File: src/rtl/axi_wdrop_bresp_pkg.sv
// Shared types and constants for the write-drop / B-response merge block.
//   RESP_OKAY / RESP_SLVERR : AXI B response codes used by the block
//   ID_W                    : AXI ID width carried in decision entries
//   decision_t              : per-transaction steering decision {drop, id}
//   b_sel_e                 : B-channel arbiter select state
package axi_wdrop_pkg;

    localparam logic [1:0] RESP_OKAY   = 2'b00;
    localparam logic [1:0] RESP_SLVERR = 2'b10;

    // decision_t is sized from this constant; the top's AXI_ID_WIDTH defaults to it.
    localparam int ID_W = 4;

    typedef struct packed {
        logic            drop;
        logic [ID_W-1:0] id;
    } decision_t;

    typedef enum logic [1:0] {
        IDLE = 2'd0,
        MST  = 2'd1,
        DRP  = 2'd2
    } b_sel_e;

endpackage

File: src/rtl/axi_wdrop_bresp_if.sv
// AXI W + B channel bundle.
//   master modport : drives W payload/valid and B ready, receives W ready and B payload/valid
//   slave  modport : the mirror image
interface axi_wdrop_bresp_if #(
    parameter int ID_W   = 4,
    parameter int DATA_W = 64,
    parameter int USER_W = 4
);
    logic                w_valid;
    logic                w_ready;
    logic                w_last;
    logic [DATA_W-1:0]   w_data;
    logic [DATA_W/8-1:0] w_strb;
    logic [USER_W-1:0]   w_user;

    logic                b_valid;
    logic                b_ready;
    logic [ID_W-1:0]     b_id;
    logic [1:0]          b_resp;
    logic [USER_W-1:0]   b_user;

    modport master (
        output w_valid, w_last, w_data, w_strb, w_user, b_ready,
        input  w_ready, b_valid, b_id, b_resp, b_user
    );

    modport slave (
        input  w_valid, w_last, w_data, w_strb, w_user, b_ready,
        output w_ready, b_valid, b_id, b_resp, b_user
    );
endinterface

File: src/rtl/axi_wdrop_bresp_fifo.sv
// Generic synchronous FIFO (first-word fall-through read port).
//   clk_i/rst_i : clock, asynchronous active-high reset
//   push_i/data_i : write; ignored while full unless a pop happens the same cycle
//   pop_i/data_o  : read; data_o is the current head, pop ignored while empty
//   full_o / count_o : status from the registered occupancy
module wdrop_fifo #(
    parameter type T     = logic,
    parameter int  DEPTH = 4
) (
    input  logic                   clk_i,
    input  logic                   rst_i,
    input  logic                   push_i,
    input  T                       data_i,
    input  logic                   pop_i,
    output T                       data_o,
    output logic                   full_o,
    output logic [$clog2(DEPTH):0] count_o
);
    localparam int AW = $clog2(DEPTH);

    T              mem_q [DEPTH];
    logic [AW-1:0] wr_ptr_q;
    logic [AW-1:0] rd_ptr_q;
    logic [AW:0]   count_q;
    logic          do_push_s;
    logic          do_pop_s;

    assign full_o    = (count_q == (AW+1)'(DEPTH));
    assign count_o   = count_q;
    assign data_o    = mem_q[rd_ptr_q];
    assign do_pop_s  = pop_i && (count_q != '0);
    // A pop frees the slot in the same cycle, so a push into a full FIFO is taken then.
    assign do_push_s = push_i && (!full_o || do_pop_s);

    // Pointer and occupancy registers.
    always_ff @(posedge clk_i or posedge rst_i) begin
        if (rst_i) begin
            wr_ptr_q <= '0;
            rd_ptr_q <= '0;
            count_q  <= '0;
        end else begin
            if (do_push_s) wr_ptr_q <= wr_ptr_q + AW'(1);
            if (do_pop_s)  rd_ptr_q <= rd_ptr_q + AW'(1);
            count_q <= count_q + (AW+1)'(do_push_s) - (AW+1)'(do_pop_s);
        end
    end

    // Storage array; contents are don't-care until written.
    always_ff @(posedge clk_i) begin
        if (do_push_s) mem_q[wr_ptr_q] <= data_i;
    end

endmodule

File: src/rtl/axi_wdrop_bresp.sv
// Write-path drop filter and B-response merger behind the RAB translation FSM.
//   Clk_CI, Rst_RI      : clock, asynchronous active-high reset
//   accept_i/drop_i/id_i: per-AW decision pulses and the AW ID
//   full_o              : decision FIFO full (upstream stalls AW)
//   err_overflow_o      : registered pulse, a decision was lost to a full FIFO
//   slv                 : upstream W/B (slave side)
//   mst                 : downstream W/B (master side)
// W beats follow decisions in address order: accepted bursts pass through
// combinationally, dropped bursts are swallowed and queue a SLVERR response
// that is merged with master-port B responses by a locking arbiter.
module axi_wdrop_bresp
    import axi_wdrop_pkg::*;
#(
    parameter int AXI_ID_WIDTH   = ID_W,
    parameter int AXI_DATA_WIDTH = 64,
    parameter int AXI_USER_WIDTH = 4,
    parameter int FIFO_DEPTH     = 4
) (
    input  logic                    Clk_CI,
    input  logic                    Rst_RI,
    input  logic                    accept_i,
    input  logic                    drop_i,
    input  logic [AXI_ID_WIDTH-1:0] id_i,
    output logic                    full_o,
    output logic                    err_overflow_o,
    axi_wdrop_bresp_if.slave        slv,
    axi_wdrop_bresp_if.master       mst
);
    localparam int CW = $clog2(FIFO_DEPTH) + 1;

    decision_t               dec_in_s;
    decision_t               dec_head_s;
    logic                    dec_push_s;
    logic                    dec_pop_s;
    logic                    dec_full_s;
    logic [CW-1:0]           dec_count_s;
    logic                    dec_empty_s;

    logic [AXI_ID_WIDTH-1:0] resp_head_s;
    logic                    resp_push_s;
    logic                    resp_pop_s;
    logic                    resp_full_s;
    logic [CW-1:0]           resp_count_s;
    logic                    resp_empty_s;

    logic                    s_w_ready_s;
    logic                    err_overflow_q;
    b_sel_e                  state_q;
    b_sel_e                  state_d;

    // A simultaneous accept and drop is recorded as a drop.
    assign dec_in_s.drop = drop_i;
    assign dec_in_s.id   = id_i;
    assign dec_push_s    = accept_i | drop_i;
    assign dec_empty_s   = (dec_count_s == '0);
    assign resp_empty_s  = (resp_count_s == '0);
    assign full_o        = dec_full_s;
    assign err_overflow_o = err_overflow_q;

    wdrop_fifo #(.T(decision_t), .DEPTH(FIFO_DEPTH)) u_dec_fifo (
        .clk_i   (Clk_CI),
        .rst_i   (Rst_RI),
        .push_i  (dec_push_s),
        .data_i  (dec_in_s),
        .pop_i   (dec_pop_s),
        .data_o  (dec_head_s),
        .full_o  (dec_full_s),
        .count_o (dec_count_s)
    );

    wdrop_fifo #(.T(logic [AXI_ID_WIDTH-1:0]), .DEPTH(FIFO_DEPTH)) u_resp_fifo (
        .clk_i   (Clk_CI),
        .rst_i   (Rst_RI),
        .push_i  (resp_push_s),
        .data_i  (dec_head_s.id),
        .pop_i   (resp_pop_s),
        .data_o  (resp_head_s),
        .full_o  (resp_full_s),
        .count_o (resp_count_s)
    );

    // W payload always passes through; only valid/ready are steered.
    assign mst.w_data = slv.w_data;
    assign mst.w_strb = slv.w_strb;
    assign mst.w_user = slv.w_user;
    assign mst.w_last = slv.w_last;
    assign slv.w_ready = s_w_ready_s;

    // W steering from the decision FIFO head.
    always_comb begin
        mst.w_valid  = 1'b0;
        s_w_ready_s  = 1'b0;
        dec_pop_s    = 1'b0;
        resp_push_s  = 1'b0;
        if (dec_empty_s) begin
            s_w_ready_s = 1'b0;
        end else if (!dec_head_s.drop) begin
            mst.w_valid = slv.w_valid;
            s_w_ready_s = mst.w_ready;
            dec_pop_s   = slv.w_valid && mst.w_ready && slv.w_last;
        end else begin
            // The last beat of a dropped burst waits for room to queue its SLVERR.
            s_w_ready_s = slv.w_last ? ~resp_full_s : 1'b1;
            dec_pop_s   = slv.w_valid && s_w_ready_s && slv.w_last;
            resp_push_s = dec_pop_s;
        end
    end

    // Overflow flag: a push into a full FIFO that no same-cycle pop rescues.
    always_ff @(posedge Clk_CI or posedge Rst_RI) begin
        if (Rst_RI) err_overflow_q <= 1'b0;
        else        err_overflow_q <= dec_push_s & dec_full_s & ~dec_pop_s;
    end

    // B arbiter select register.
    always_ff @(posedge Clk_CI or posedge Rst_RI) begin
        if (Rst_RI) state_q <= IDLE;
        else        state_q <= state_d;
    end

    // B arbiter next state and output mux; the select holds until handshake.
    always_comb begin
        state_d     = state_q;
        slv.b_valid = 1'b0;
        slv.b_id    = '0;
        slv.b_resp  = RESP_OKAY;
        slv.b_user  = '0;
        mst.b_ready = 1'b0;
        resp_pop_s  = 1'b0;
        case (state_q)
            IDLE: begin
                if (mst.b_valid)        state_d = MST;
                else if (!resp_empty_s) state_d = DRP;
                else                    state_d = IDLE;
            end
            MST: begin
                slv.b_valid = mst.b_valid;
                slv.b_id    = mst.b_id;
                slv.b_resp  = mst.b_resp;
                slv.b_user  = mst.b_user;
                mst.b_ready = slv.b_ready;
                if (mst.b_valid && slv.b_ready) state_d = IDLE;
                else                            state_d = MST;
            end
            DRP: begin
                slv.b_valid = 1'b1;
                slv.b_id    = resp_head_s;
                slv.b_resp  = RESP_SLVERR;
                resp_pop_s  = slv.b_ready;
                if (slv.b_ready) state_d = IDLE;
                else             state_d = DRP;
            end
            default: begin
                state_d = IDLE;
            end
        endcase
    end

endmodule

File: src/flat_wrapper.sv
// flat-port wrapper written by rule: the top's interface ports become plain ports
module axi_wdrop_bresp_flat import axi_wdrop_pkg::*;
#(
    parameter int AXI_ID_WIDTH   = ID_W,
    parameter int AXI_DATA_WIDTH = 64,
    parameter int AXI_USER_WIDTH = 4,
    parameter int FIFO_DEPTH     = 4
)
  (Clk_CI, Rst_RI, accept_i, drop_i, id_i, full_o, err_overflow_o, slv_w_valid, slv_w_last, slv_w_data, slv_w_strb, slv_w_user, slv_b_ready, slv_w_ready, slv_b_valid, slv_b_id, slv_b_resp, slv_b_user, mst_w_valid, mst_w_last, mst_w_data, mst_w_strb, mst_w_user, mst_b_ready, mst_w_ready, mst_b_valid, mst_b_id, mst_b_resp, mst_b_user);
  axi_wdrop_bresp_if #(.ID_W(4), .DATA_W(64), .USER_W(4)) slv_i ();
  axi_wdrop_bresp_if #(.ID_W(4), .DATA_W(64), .USER_W(4)) mst_i ();
  input  logic Clk_CI;
  input  logic Rst_RI;
  input  logic accept_i;
  input  logic drop_i;
  input  logic [AXI_ID_WIDTH-1:0] id_i;
  output logic full_o;
  output logic err_overflow_o;
  input wire logic [$bits(slv_i.w_valid)-1:0] slv_w_valid;
  input wire logic [$bits(slv_i.w_last)-1:0] slv_w_last;
  input wire logic [$bits(slv_i.w_data)-1:0] slv_w_data;
  input wire logic [$bits(slv_i.w_strb)-1:0] slv_w_strb;
  input wire logic [$bits(slv_i.w_user)-1:0] slv_w_user;
  input wire logic [$bits(slv_i.b_ready)-1:0] slv_b_ready;
  output wire logic [$bits(slv_i.w_ready)-1:0] slv_w_ready;
  output wire logic [$bits(slv_i.b_valid)-1:0] slv_b_valid;
  output wire logic [$bits(slv_i.b_id)-1:0] slv_b_id;
  output wire logic [$bits(slv_i.b_resp)-1:0] slv_b_resp;
  output wire logic [$bits(slv_i.b_user)-1:0] slv_b_user;
  output wire logic [$bits(mst_i.w_valid)-1:0] mst_w_valid;
  output wire logic [$bits(mst_i.w_last)-1:0] mst_w_last;
  output wire logic [$bits(mst_i.w_data)-1:0] mst_w_data;
  output wire logic [$bits(mst_i.w_strb)-1:0] mst_w_strb;
  output wire logic [$bits(mst_i.w_user)-1:0] mst_w_user;
  output wire logic [$bits(mst_i.b_ready)-1:0] mst_b_ready;
  input wire logic [$bits(mst_i.w_ready)-1:0] mst_w_ready;
  input wire logic [$bits(mst_i.b_valid)-1:0] mst_b_valid;
  input wire logic [$bits(mst_i.b_id)-1:0] mst_b_id;
  input wire logic [$bits(mst_i.b_resp)-1:0] mst_b_resp;
  input wire logic [$bits(mst_i.b_user)-1:0] mst_b_user;
  assign slv_i.w_valid = slv_w_valid;
  assign slv_i.w_last = slv_w_last;
  assign slv_i.w_data = slv_w_data;
  assign slv_i.w_strb = slv_w_strb;
  assign slv_i.w_user = slv_w_user;
  assign slv_i.b_ready = slv_b_ready;
  assign slv_w_ready = slv_i.w_ready;
  assign slv_b_valid = slv_i.b_valid;
  assign slv_b_id = slv_i.b_id;
  assign slv_b_resp = slv_i.b_resp;
  assign slv_b_user = slv_i.b_user;
  assign mst_w_valid = mst_i.w_valid;
  assign mst_w_last = mst_i.w_last;
  assign mst_w_data = mst_i.w_data;
  assign mst_w_strb = mst_i.w_strb;
  assign mst_w_user = mst_i.w_user;
  assign mst_b_ready = mst_i.b_ready;
  assign mst_i.w_ready = mst_w_ready;
  assign mst_i.b_valid = mst_b_valid;
  assign mst_i.b_id = mst_b_id;
  assign mst_i.b_resp = mst_b_resp;
  assign mst_i.b_user = mst_b_user;
  axi_wdrop_bresp #(.AXI_ID_WIDTH(AXI_ID_WIDTH), .AXI_DATA_WIDTH(AXI_DATA_WIDTH), .AXI_USER_WIDTH(AXI_USER_WIDTH), .FIFO_DEPTH(FIFO_DEPTH)) u_core (.Clk_CI(Clk_CI), .Rst_RI(Rst_RI), .accept_i(accept_i), .drop_i(drop_i), .id_i(id_i), .full_o(full_o), .err_overflow_o(err_overflow_o), .slv(slv_i), .mst(mst_i));
endmodule
File: config.mk
export PLATFORM = sky130hd
export DESIGN_NAME = axi_wdrop_bresp_flat
export DESIGN_NICKNAME = d
export VERILOG_FILES = /design/src/rtl/axi_wdrop_bresp_pkg.sv /design/src/rtl/axi_wdrop_bresp_if.sv /design/src/rtl/axi_wdrop_bresp_fifo.sv /design/src/rtl/axi_wdrop_bresp.sv /design/src/flat_wrapper.sv
export SDC_FILE = /design/constraint.sdc
export NUM_CORES = 1
export LEC_CHECK = 0
export BUFFER_PORTS_ARGS = -buffer_cell sky130_fd_sc_hd__clkbuf_2
export CAP_MARGIN = 20
export CELL_PAD_IN_SITES_DETAIL_PLACEMENT = 1
export CELL_PAD_IN_SITES_GLOBAL_PLACEMENT = 2
export CORE_MARGIN = 2
export CORE_UTILIZATION = 25
export DETAILED_ROUTE_END_ITERATION = 8
export PLACE_DENSITY_LB_ADDON = 0.1
export SETUP_SLACK_MARGIN = 0.15
export SYNTH_ARGS = -nofsm -noshare
export SYNTH_HDL_FRONTEND = slang
export SYNTH_HIERARCHICAL = 1
export SYNTH_SLANG_ARGS = --single-unit
File: constraint.sdc
create_clock -name Clk_CI -period 3.66 [get_ports Clk_CI]
set_input_delay 0.549 -clock Clk_CI [delete_from_list [all_inputs] [get_ports Clk_CI]]
set_output_delay 0.549 -clock Clk_CI [all_outputs]
set_load 0.05 [all_outputs]
* After elaboration in Yosys (flattened, before gate mapping)
Memories as Yosys holds them, arrays and structs flattened.
Cells that the tools add are included.
** Cells by class
- Add/sub/neg operators :: 8
- Reductions and logical operators :: 18
- Equal/unequal tests :: 4
- Mux-type cells :: 24
- Bitwise gates (word level) :: 5
** Operators with widths (number)
- 1-bit 2-to-1 mux :: 16
- 1-bit logical AND :: 9
- 2-bit by 1-bit adder with 2-bit output, second input constant :: 4
- 4-bit one-hot mux with 2 select lines :: 1
- 3-bit by 1-bit adder with 3-bit output :: 2
- 3-bit equality test, second input constant :: 2
- 3-bit zero test :: 2
- 2-bit 2-to-1 mux :: 3
- 2-bit one-hot mux with 3 select lines :: 1
- 3-bit nonzero test :: 2
- 3-bit by 1-bit subtractor with 3-bit output :: 2
- 4-bit 2-to-1 mux :: 1
- 2-bit one-hot mux with 2 select lines :: 1
- 1-bit AND :: 2
- 2-bit by 1-bit equality test with 1-bit output, second input constant :: 1
- 2-bit equality test, second input constant :: 1
- 1-bit zero test :: 2
- 2-bit zero test :: 1
- 1-bit logical OR :: 2
- 1-bit NOT :: 2
- 1-bit one-hot mux with 2 select lines :: 1
- 1-bit bitwise OR :: 1
** Word-level totals
- Output and inout bits :: 93
- Bits in registers :: 17
- Logic and storage cells :: 69
- Bits in writable memories :: 36
- Bits of input ports :: 99
- Memories kept :: 2
** Memory list
- u_core.u_dec_fifo.mem_q :: depth 4, bits a word 5, rd ports 1, clocked after Yosys merged registers in 0, write ports 1, line axi_wdrop_bresp_fifo.sv:21 : T mem_q [DEPTH];
- u_core.u_resp_fifo.mem_q :: depth 4, bits a word 4, rd ports 1, clocked after Yosys merged registers in 0, write ports 1, line axi_wdrop_bresp_fifo.sv:21

* Logic depth before layout (Yosys ltp)
Gate-level depths: netlist (run 1).
- Depth in word-level cells :: 12
- Gate-level depth with buffers :: 12
- Mapped depth without buffers :: 11

* Modules after synthesis
Netlist (run 1), hierarchy kept.
** Modules (own cells, without submodules)
- wdrop_fifo at u_core.u_dec_fifo :: seq. area each 775.7 µm², area each 1154.9 µm², cells an instance 63, instances 1
- wdrop_fifo at u_core.u_resp_fifo :: seq. area each 655.6 µm², area each 1013.5 µm², cells an instance 57, instances 1
- axi_wdrop_bresp :: seq. area each 75.1 µm², area each 960.9 µm², cells an instance 127, instances 1

* Least setup slack after synthesis (run 1)
No wires, ideal clock.
- Path type :: reg-to-reg
- Start :: register u_core.u_dec_fifo.rd_ptr_q[0]
- End :: register u_core.u_dec_fifo.count_q[2] (netlist: u_core/u_dec_fifo/count_o[2])
- Arrival :: 2.739 ns
- Cell stages (with the launch flop) :: 13
- Library setup time :: 0.126 ns
- Buffers on the path :: 1
- Clock period less this slack :: 2.865 ns
- Required time :: 3.534 ns
- Slack :: 0.795 ns
- Cell sequence :: dfrtp_1 > buf_2 > mux4_2 > nand2_1 > nor3b_1 > inv_1 > a21boi_4 > a21o_1 > ha_1 > inv_1 > fa_1 > xnor2_1 > xnor2_1
** RTL lines
- start, declared :: line axi_wdrop_bresp_fifo.sv:23 : logic [AW-1:0] rd_ptr_q;
- start signal, assigned :: line axi_wdrop_bresp_fifo.sv:43 : if (do_pop_s) rd_ptr_q <= rd_ptr_q + AW'(1);
- end signal, assigned :: line axi_wdrop_bresp_fifo.sv:44 : count_q <= count_q + (AW+1)'(do_push_s) - (AW+1)'(do_pop_s);
- end, declared :: line axi_wdrop_bresp_fifo.sv:24 : logic [AW:0] count_q;

==> flow_summary.yaml, run 1 <==
status:
  status: "complete, no violations"
final_layout:
  fill_cells: 1345
  drive_gt1_frac: 0.332
  multiInputGateArea_sq_um: 958
  nets: 328
  final_area_sq_um: 3120
  fin_cells: 382
  final-seq-area_sq_um: 1510
  syn_to_final_growth_pct: -0.280
  diodes: 0
setup_path:
  crit_arrival_ns: 3.11
  reg2reg_slack_ns: 0.72
  max_stage_delay_ns: 0.58
  crit_buf_inv: 2
  path_cells: "mux4_2 -> nand2_1 -> nor3b_1 -> inv_1 -> a21boi_4 -> a21o_1 -> ha_1 -> inv_1 -> fa_1 -> xnor2_1 -> xnor2_1"
  reg2reg_to: "u_core/u_dec_fifo/count_o[2]"
  crit_fanout: 7
  crit_path_end_kind: "flop"
  cp_num_cells: 11
  crit_family: "multiplexers"
  cp_slowest_cell: "mux4_2"
  crit_required_ns: 3.83
  critical_path_class: "reg -> reg"
  r2r_cells: 11
  start_kind: "flop"
  r2r_start: "u_core/u_dec_fifo/rd_ptr_q[0]"
grt:
  grt_usage: 0.0865
  antenna_found_initial: 0
  grt_max_degree: 19
  grt_pass1_vias: 1632
  grt-ovfl-total: 0
  grt_first_pass_wirelength_mm: 8.78
clock_network:
  cts_setup_buffers: 0
  tritoncts: "built"
  cts_hold_buf: 0
  numCtsBuffers: 5
  clk_pin_slew_ns: 0.07
  cts_resized: 0
  root_buffer: "clkbuf_16"
  clockBufferDepth: 2
  htree_levels: 2
  cts.sinks: 53
  insertion_delay_ns: 0.29
synth:
  syn_nets: 362
  synth_cell_types: 33
  synth_edf_count: 36
  syn_area_per_cell_sq_um: 12.7
  syn_inst: 247
  ys_dominant_reg_cell: "edfxtp_1"
  yosysSeqAreaShare: 0.481
  syn_area_sq_um: 3130
  synth_warnings: 6
  synth_common_cells: "buf_4, edfxtp_1, inv_1, dfrtp_1, ha_1"
  synthArstFlopShare: 0.321
  synth.most_common_cell: "buf_4"
  synth.top_cell.area_share: 0.345
  ys_seq_elements: 53
  yosysTopAreaCell: "edfxtp_1"
  synthTopCellsByArea: "edfxtp_1, buf_4, dfrtp_1"
floorplanning:
  core_sq_um: 12100
  dieHeight_um: 116
  initial_core_util: 0.258
  io_pins: 192
  rows: 40
  die_w_um: 116
  design.die.area_sq_um: 13400
drt:
  dr.pass1.iters: 4
  routed_wl_mm: 5.63
  drt-initial-drc-count: 40
  avgViaCountPerCell: 3.90
  wire_per_inst_um: 14.7
  vias: 1491
  drc: 0
  final_antenna_net_count: 0
sta:
  fin_skew_ns: 0.00542
  hold_violations: 0
  finalCritPeriodShare: 0.803
  grt_setup_unrepaired: "false"
  worst_slack_ns: 0.719
  tightest_slew_ns: 0.418
  slew_headroom: 0.721
  clock.fmax_mhz: 340
  drv_slew: 0
  setup_violations: 0
  period_needed_ns: 2.94
  setup-tns-final_ns: 0
placed_design:
  dp_hpwl_mm: 4.34
  pre_cts_slack_ns: 0.684
  gp_congestion: 0.664
  placed_cell_area_sq_um: 2950
  portBuffers: 39
  dp.cells: 374
run:
  drv_cap: 0
hold_path:
  hp-class: "in -> async"
power:
  peakVddDrop_mv: 0.232
  p_leak_nw: 1.25
  power.density_nw_per_um2: 855
  total_power_mw: 2.67
==> routing by layer <==
layer,vias to the layer above,global-route usage,share of wire
met1,715,0.100,0.41
met2,62,0.145,0.49
met4,0,0.0437,0.029
met3,32,0.0262,0.071
met5,-,0,0
li1,682,-,-
==> layout make-up <==
class,instances,area share
Sequential cell,53,0.483
Clock inverter,3,0.0160
Clock buffer,5,0.0401
Timing Repair Buffer,40,0.0650
Multi-Input combinational cell,95,0.307
Inverter,18,0.0217
Tap cell,168,0.0674
==> cells in the final DEF (no fill, tap or decap), types with 3 or more instances in the layout <==
cell       instances
nor2b_1            6
and2_1            11
nand2_1            3
mux4_2             9
nor3b_1            3
xnor2_1            8
dfrtp_1           17
and2_2             3
a21oi_1            4
nor2_1             7
clkbuf_16          5
a22oi_1            5
clkbuf_2          39
edfxtp_1          36
inv_1             18
ha_1              14
==> worst reg2reg max path: cells and delay by family (launching register included) <==
| family | cells | cell delay (ns) |
|---|---|---|
| and+or+nand+nor | 2 | 0.49 |
| xor gates and xnor gates | 2 | 0.29 |
| muxes | 1 | 0.58 |
| DFF | 1 | 0.38 |
| adders and majority gates | 2 | 0.50 |
| buffers and inverters | 2 | 0.18 |
| AOI/OAI and AO/OA | 2 | 0.41 |
==> cells by family after synthesis <==
group / share of synthesized area
buf+inv: 0.212
flops: 0.481
simple gates: 0.0820
compound gates: 0.0532
fa+ha+maj: 0.0688
mux: 0.0744
xor+xnor: 0.0280
==> registers in the layout (all words and copies together), names as in the netlist <==
name,count
u_core/u_dec_fifo/mem_q,20
u_core/u_resp_fifo/mem_q,16
u_core/u_dec_fifo/count_o,3
u_core/u_resp_fifo/count_o,3
u_core/state_q,2
u_core/u_dec_fifo/rd_ptr_q,2
u_core/u_dec_fifo/wr_ptr_q,2
u_core/u_resp_fifo/rd_ptr_q,2
u_core/u_resp_fifo/wr_ptr_q,2
u_core/err_overflow_o,1
==> worst max-delay path by stage <==
stage / from / end / slack, ns
after floorplan: u_core/u_dec_fifo/rd_ptr_q[0] / u_core/u_dec_fifo/count_o[2] / 0.79
after global placement: u_core/u_dec_fifo/rd_ptr_q[1] / u_core/u_dec_fifo/count_o[2] / 0.75
after detailed placement: u_core/u_dec_fifo/rd_ptr_q[0] / u_core/u_dec_fifo/count_o[2] / 0.68
after CTS: u_core/u_dec_fifo/rd_ptr_q[0] / u_core/u_dec_fifo/count_o[2] / 0.66
after global routing: u_core/u_dec_fifo/rd_ptr_q[0] / u_core/u_dec_fifo/count_o[2] / 0.37
final: u_core/u_dec_fifo/rd_ptr_q[0] / u_core/u_dec_fifo/count_o[2] / 0.72
==> metrics by stage <==
stage	hold slack [ns]	utilization
2_1_floorplan	0.303	-
3_3_place_gp	0.441	0.243
3_5_place_dp	0.449	0.243
4_1_cts	0.134	0.258
5_1_grt	0.150	0.258
6_report	0.134	0.258
==> report_power, final <==
part           switching, mW  leakage (nW)  internal [mW]  total (mW)
clock                  0.218        0.0859          0.329       0.547
sequential             0.177         0.532          0.868        1.04
combinational          0.642         0.629          0.434        1.08
total                   1.04          1.25           1.63        2.67
Power figures use the tool's default switching activity.
==> inputs of run 2 (changes only) <==
==> constraint.sdc (replaced) <==
create_clock -name Clk_CI -period 2.99 [get_ports Clk_CI]
set_input_delay 0.4485 -clock Clk_CI [delete_from_list [all_inputs] [get_ports Clk_CI]]
set_output_delay 0.4485 -clock Clk_CI [all_outputs]
set_load 0.05 [all_outputs]
==> run 2 against run 1 <==
Against the previous run: die area is the same; combinational power grew 31%; clock skew is essentially flat; maximum frequency grew 11%.
==> flow_summary.yaml, run 2 (synthesis gave the netlist of run 1 again) <==
status:
  status: "complete, no violations"
final_layout:
  syn_to_final_growth_pct: 1.96
  top_register: "u_core/u_dec_fifo/mem_q"
  fin_cells: 387
  final_common_cell: "clkbuf_2"
  nets: 333
  largest_register_ffs: 20
  diodes: 0
  reg.largest.list: "u_core/u_dec_fifo/mem_q x20, u_core/u_resp_fifo/mem_q x16"
  drive_gt1_frac: 0.370
  layout_common_cells: "clkbuf_2, edfxtp_1, inv_1"
grt:
  antenna_found_initial: 0
  grt-ovfl-total: 0
  grt_usage: 0.0842
  grt_first_pass_wirelength_mm: 8.54
  grt_max_degree: 19
  grt_pass1_vias: 1570
sta:
  tightest_slew_ns: 0.430
  setup_violations: 0
  hold_violations: 0
  period_needed_ns: 2.64
  drv_slew: 0
  fin_skew_ns: 0.00531
  finalCritPeriodShare: 0.883
  setup-tns-final_ns: 0
  clock.fmax_mhz: 379
  grt_setup_unrepaired: "false"
  slew_headroom: 0.713
power:
  total_power_mw: 3.34
  p_int_mw: 2.05
  p_leak_nw: 1.28
  p_switching_mw: 1.30
  power.density_nw_per_um2: 1050
  clockPowerShare: 0.199
  combPwrFrac: 0.422
  seq_power_share: 0.379
  switching_share: 0.388
  peakVddDrop_mv: 0.303
drt:
  wl_met3_um: 369
  drt-initial-drc-count: 39
  routed_wl_mm: 5.44
  avgViaCountPerCell: 3.87
  wl_met2_mm: 2.51
  final_antenna_net_count: 0
  vias: 1496
  top_layer_used: "met4"
  dr.pass1.iters: 3
  drc: 0
  drt-met1-wl_mm: 2.41
  wire_per_inst_um: 14.0
placed_design:
  gp_congestion: 0.648
  portBuffers: 39
  dp.cells: 377
  dp_hpwl_mm: 4.10
clock_network:
  htree_levels: 2
  tritoncts: "built"
  insertion_delay_ns: 0.29
  clk_pin_slew_ns: 0.07
  root_buffer: "clkbuf_16"
  numCtsBuffers: 5
  clockBufferDepth: 2
  cts.sinks: 53
setup_path:
  r2r_cells: 11
  critical_path_class: "reg -> reg"
  cp_slowest_cell: "mux4_2"
  path_cells: "mux4_2 -> nand2_2 -> nor3b_4 -> o31ai_4 -> nor2_2 -> a21o_1 -> ha_1 -> inv_1 -> fa_2 -> xnor2_2 -> xnor2_1"
  start_kind: "flop"
  crit_fanout: 4
  startpoint: "u_core/u_dec_fifo/rd_ptr_q[0]"
  crit_arrival_ns: 2.81
  r2r_start: "u_core/u_dec_fifo/rd_ptr_q[0]"
  crit_path_end_kind: "flop"
  crit_required_ns: 3.16
  max_stage_delay_ns: 0.56
floorplanning:
  initial_core_util: 0.258
  design.die.area_sq_um: 13400
  dieHeight_um: 116
  core_sq_um: 12100
  die_w_um: 116
  io_pins: 192
  rows: 40
run:
  drv_cap: 0
hold_path:
  hp-class: "in -> async"
## run 2: cell count changes in the layout (fill, tap and decap cells not counted), sizes merged
cell and delta:
inv +1, clkinv -1, buf +5
## run 2: critical path: cells and delay by family (launching register included)
| family | cells | cell delay [ns] |
|---|---|---|
| flops | 1 | 0.38 |
| xor+xnor | 2 | 0.27 |
| simple gates | 3 | 0.55 |
| buf+inv | 1 | 0.05 |
| compound gates | 2 | 0.24 |
| mux | 1 | 0.56 |
| fa+ha+maj | 2 | 0.47 |
## run 2: path summary, 6_finish.rpt
check	endpoint	slack, ns
worst min register to register	u_core/u_dec_fifo/wr_ptr_q[1]	0.60
worst max register to register	u_core/u_dec_fifo/count_o[2]	0.35
max in group asynchronous	u_core/u_dec_fifo/rd_ptr_q[0]	2.62
worst min-delay path	u_core/state_q[1]	0.04
worst max-delay path	u_core/u_dec_fifo/count_o[2]	0.35
min in group Clk_CI	u_core/u_dec_fifo/mem_q[0][1]	0.37
## run 2: what timing repair did
item / in CTS / in global routing
resized for setup: 0 / 6
setup buffers: 0 / 2
setup endpoints to repair: 0 / 2
hold buffers: 0 / 0
## run 2: cell type report
type	instances	area [sq um]
inverter	18	67.6
clock buffer	5	125
timing repair buffer	45	240
sequential	53	1510
tap	168	210
clock inverter	3	47.5
fill	1355	8920
multi-input combinational	95	993
## run 2: per-layer routing
metal  GRT usage  up-vias
li1            -      694
met1       0.104      721
met2       0.132       56
met3      0.0267       25
met4      0.0437        0
met5           0        -
## run 2: power by group through the flow
stage / combinational [mW] / clock (mW) / sequential, mW
global route: 1.56 / 0.714 / 1.31
floorplan: 1.36 / 0 / 1.22
detailed placement: 1.39 / 0 / 1.29
CTS: 1.40 / 0.692 / 1.27
global placement: 1.40 / 0 / 1.29
finish: 1.41 / 0.665 / 1.27
## run 2: stage by stage
step | util | hold slack [ns] | worst slack (ns) | instance area (sq um)
6_report | 0.263 | 0.0446 | 0.349 | 3190
5_1_grt | 0.263 | 0.0551 | 0.157 | 3190
4_1_cts | 0.260 | 0.0443 | 0.187 | 3150
3_5_place_dp | 0.245 | 0.361 | 0.200 | 2970
3_3_place_gp | 0.245 | 0.342 | 0.281 | 2970
2_1_floorplan | - | 0.202 | 0.254 | 3130
==> inputs of run 3 (changes only) <==
--- a/config.mk
+++ b/config.mk
@@ -9,6 +9,7 @@
 export CAP_MARGIN = 20
 export CELL_PAD_IN_SITES_DETAIL_PLACEMENT = 1
 export CELL_PAD_IN_SITES_GLOBAL_PLACEMENT = 2
+export CORE_ASPECT_RATIO = 1.1
 export CORE_MARGIN = 2
 export CORE_UTILIZATION = 25
 export DETAILED_ROUTE_END_ITERATION = 8
==> run 3 against run 2 <==
Against the previous run: final cell count shrank 4.7%; critical path depth unchanged; sequential power barely moved; worst setup slack got worse by 0.0069 ns; via count down 1.1%; routed wire length decreased by 1.3%; design area shrank 2.9%; utilization shrank 0.82 points; hold slack lost 0.0084 ns; non-clock buffer count is 3 lower.
==> flow_summary.yaml, run 3 (synthesis gave the netlist of run 1 again) <==
status:
  status: "complete, no violations"
grt:
  antenna_found_initial: 0
  use_met3: 0.0310
  grt-ovfl-total: 0
  grt_first_pass_wirelength_mm: 8.83
  globalRouteMet2Util: 0.137
  grt_usage: 0.0832
  grt_busiest_layer: "met2"
  grt_pass1_vias: 1662
  use_met1: 0.0980
  grt_max_degree: 17
setup_path:
  crit_family: "multiplexers"
  critical_path_class: "reg -> reg"
  path_cells: "mux4_2 -> nand2_1 -> nor3b_4 -> o31ai_2 -> nor2_2 -> a21o_1 -> ha_1 -> inv_1 -> fa_1 -> xnor2_1 -> xnor2_1"
  crit_buf_inv: 1
  max_stage_delay_ns: 0.58
  crit_path_end_kind: "flop"
  crit_fanout: 6
  cp_slowest_cell: "mux4_2"
  cpMostUsedCell: "xnor2_1"
  start_kind: "flop"
  crit_arrival_ns: 2.82
  crit_required_ns: 3.16
sta:
  slew_headroom: 0.718
  period_needed_ns: 2.65
  finalCritPeriodShare: 0.886
  setup-tns-final_ns: 0
  clock.fmax_mhz: 378
  hold_violations: 0
  grt_setup_unrepaired: "false"
  fin_skew_ns: 0.00592
  tightest_slew_ns: 0.420
  hold_slack_ns: 0.0361
  drv_slew: 0
  setup_violations: 0
clock_network:
  cts.sinks: 53
  clockBufferDepth: 2
  htree_levels: 2
  root_buffer: "clkbuf_16"
  cts_hold_buf: 0
  insertion_delay_ns: 0.29
  cts_setup_buffers: 0
  numCtsBuffers: 5
  tritoncts: "built"
  clk_pin_slew_ns: 0.07
power:
  p_leak_nw: 1.24
  peakVddDrop_mv: 0.264
  power.density_nw_per_um2: 1020
floorplanning:
  dieHeight_um: 121
  die_w_um: 111
  core_sq_um: 12100
  initial_core_util: 0.258
  rows: 42
  io_pins: 192
  design.die.area_sq_um: 13400
drt:
  drt-initial-drc-count: 26
  avgViaCountPerCell: 4.01
  drc: 0
  vias: 1480
  dr.pass1.iters: 3
  final_antenna_net_count: 0
  wire_per_inst_um: 14.5
  routed_wl_mm: 5.37
placed_design:
  portBuffers: 39
  gp_congestion: 0.674
  dp_hpwl_mm: 4.09
final_layout:
  drive_gt1_frac: 0.344
  reg.largest.list: "u_core/u_dec_fifo/mem_q x20, u_core/u_resp_fifo/mem_q x16"
  layout_common_cells: "clkbuf_2, edfxtp_1, inv_1"
  syn_to_final_growth_pct: -1.00
  fill_cells: 1326
  top_register: "u_core/u_dec_fifo/mem_q"
  final_common_cell: "clkbuf_2"
  nets: 330
  diodes: 0
  largest_register_ffs: 20
run:
  drv_cap: 0
hold_path:
  hp-class: "in -> async"
-- run 3: changes by cell type in the layout (fill, tap and decap cells not counted), sizes merged --
cell,previous run,this run
clkinvlp,0,1
clkinv,0,1
bufinv,1,0
buf,6,3
inv,20,18
-- run 3: cell type report --
type                       instances  area, sq um  share of cell area
clock inverter                     2         16.3             0.00525
sequential                        53         1510               0.486
timing repair buffer              42          218              0.0703
multi-input combinational         95          972               0.314
tap                              154          193              0.0622
inverter                          18         67.6              0.0218
clock buffer                       5          125              0.0404
-- run 3: per-stage QoR --
step / total power [mW] / utilization / instance area [sq um] / setup slack [ns] / instances
finish: 3.17 / 0.255 / 3100 / 0.342 / 369
global route: 3.41 / 0.255 / 3100 / 0.147 / 369
detailed placement: 2.66 / 0.243 / 2950 / 0.252 / 362
floorplan: 2.57 / - / 3130 / 0.254 / 247
global placement: 2.67 / 0.243 / 2950 / 0.268 / 362
CTS: 3.25 / 0.254 / 3090 / 0.234 / 369
-- run 3: final timing paths --
path | startpoint | endpoint | slack (ns) | cells past startpoint
max | u_core/u_dec_fifo/rd_ptr_q[0] | u_core/u_dec_fifo/count_o[2] | 0.34 | 11
min | Rst_RI | u_core/state_q[0] | 0.04 | 2
max reg2reg | u_core/u_dec_fifo/rd_ptr_q[0] | u_core/u_dec_fifo/count_o[2] | 0.34 | 11
min reg2reg | u_core/u_dec_fifo/wr_ptr_q[1] | u_core/u_dec_fifo/wr_ptr_q[1] | 0.60 | 1
max in group asynchronous | Rst_RI | u_core/u_dec_fifo/rd_ptr_q[0] | 2.62 | 2
min in group Clk_CI | id_i[0] | u_core/u_dec_fifo/mem_q[2][0] | 0.38 | 1
-- run 3: per-layer routing --
metal  share of wire  wire [um]  up-vias
met5               0          0        -
met4           0.019        102        0
met3           0.063        337       19
met2            0.48       2570       75
met1            0.44       2360      700
li1                -          -      686
-- run 3: repair_timing --
| item | CTS | global route |
|---|---|---|
| endpoints found under the setup margin | 0 | 1 |
| endpoints found under the hold margin | 0 | 0 |
| gates resized for setup | 0 | 2 |
-- run 3: report_power, final --
part / total (mW) / switching, mW / internal, mW
Clock: 0.564 / 0.256 / 0.307
Combinational: 1.33 / 0.787 / 0.546
Sequential: 1.28 / 0.213 / 1.06
-- run 3: worst reg2reg max path: stages, from the launching register on --
cell,delay (ns)
dfrtp_1,0.38
mux4_2,0.58
nand2_1,0.12
nor3b_4,0.23
o31ai_2,0.15
nor2_2,0.15
a21o_1,0.11
ha_1,0.13
inv_1,0.05
fa_1,0.37
xnor2_1,0.14
xnor2_1,0.13
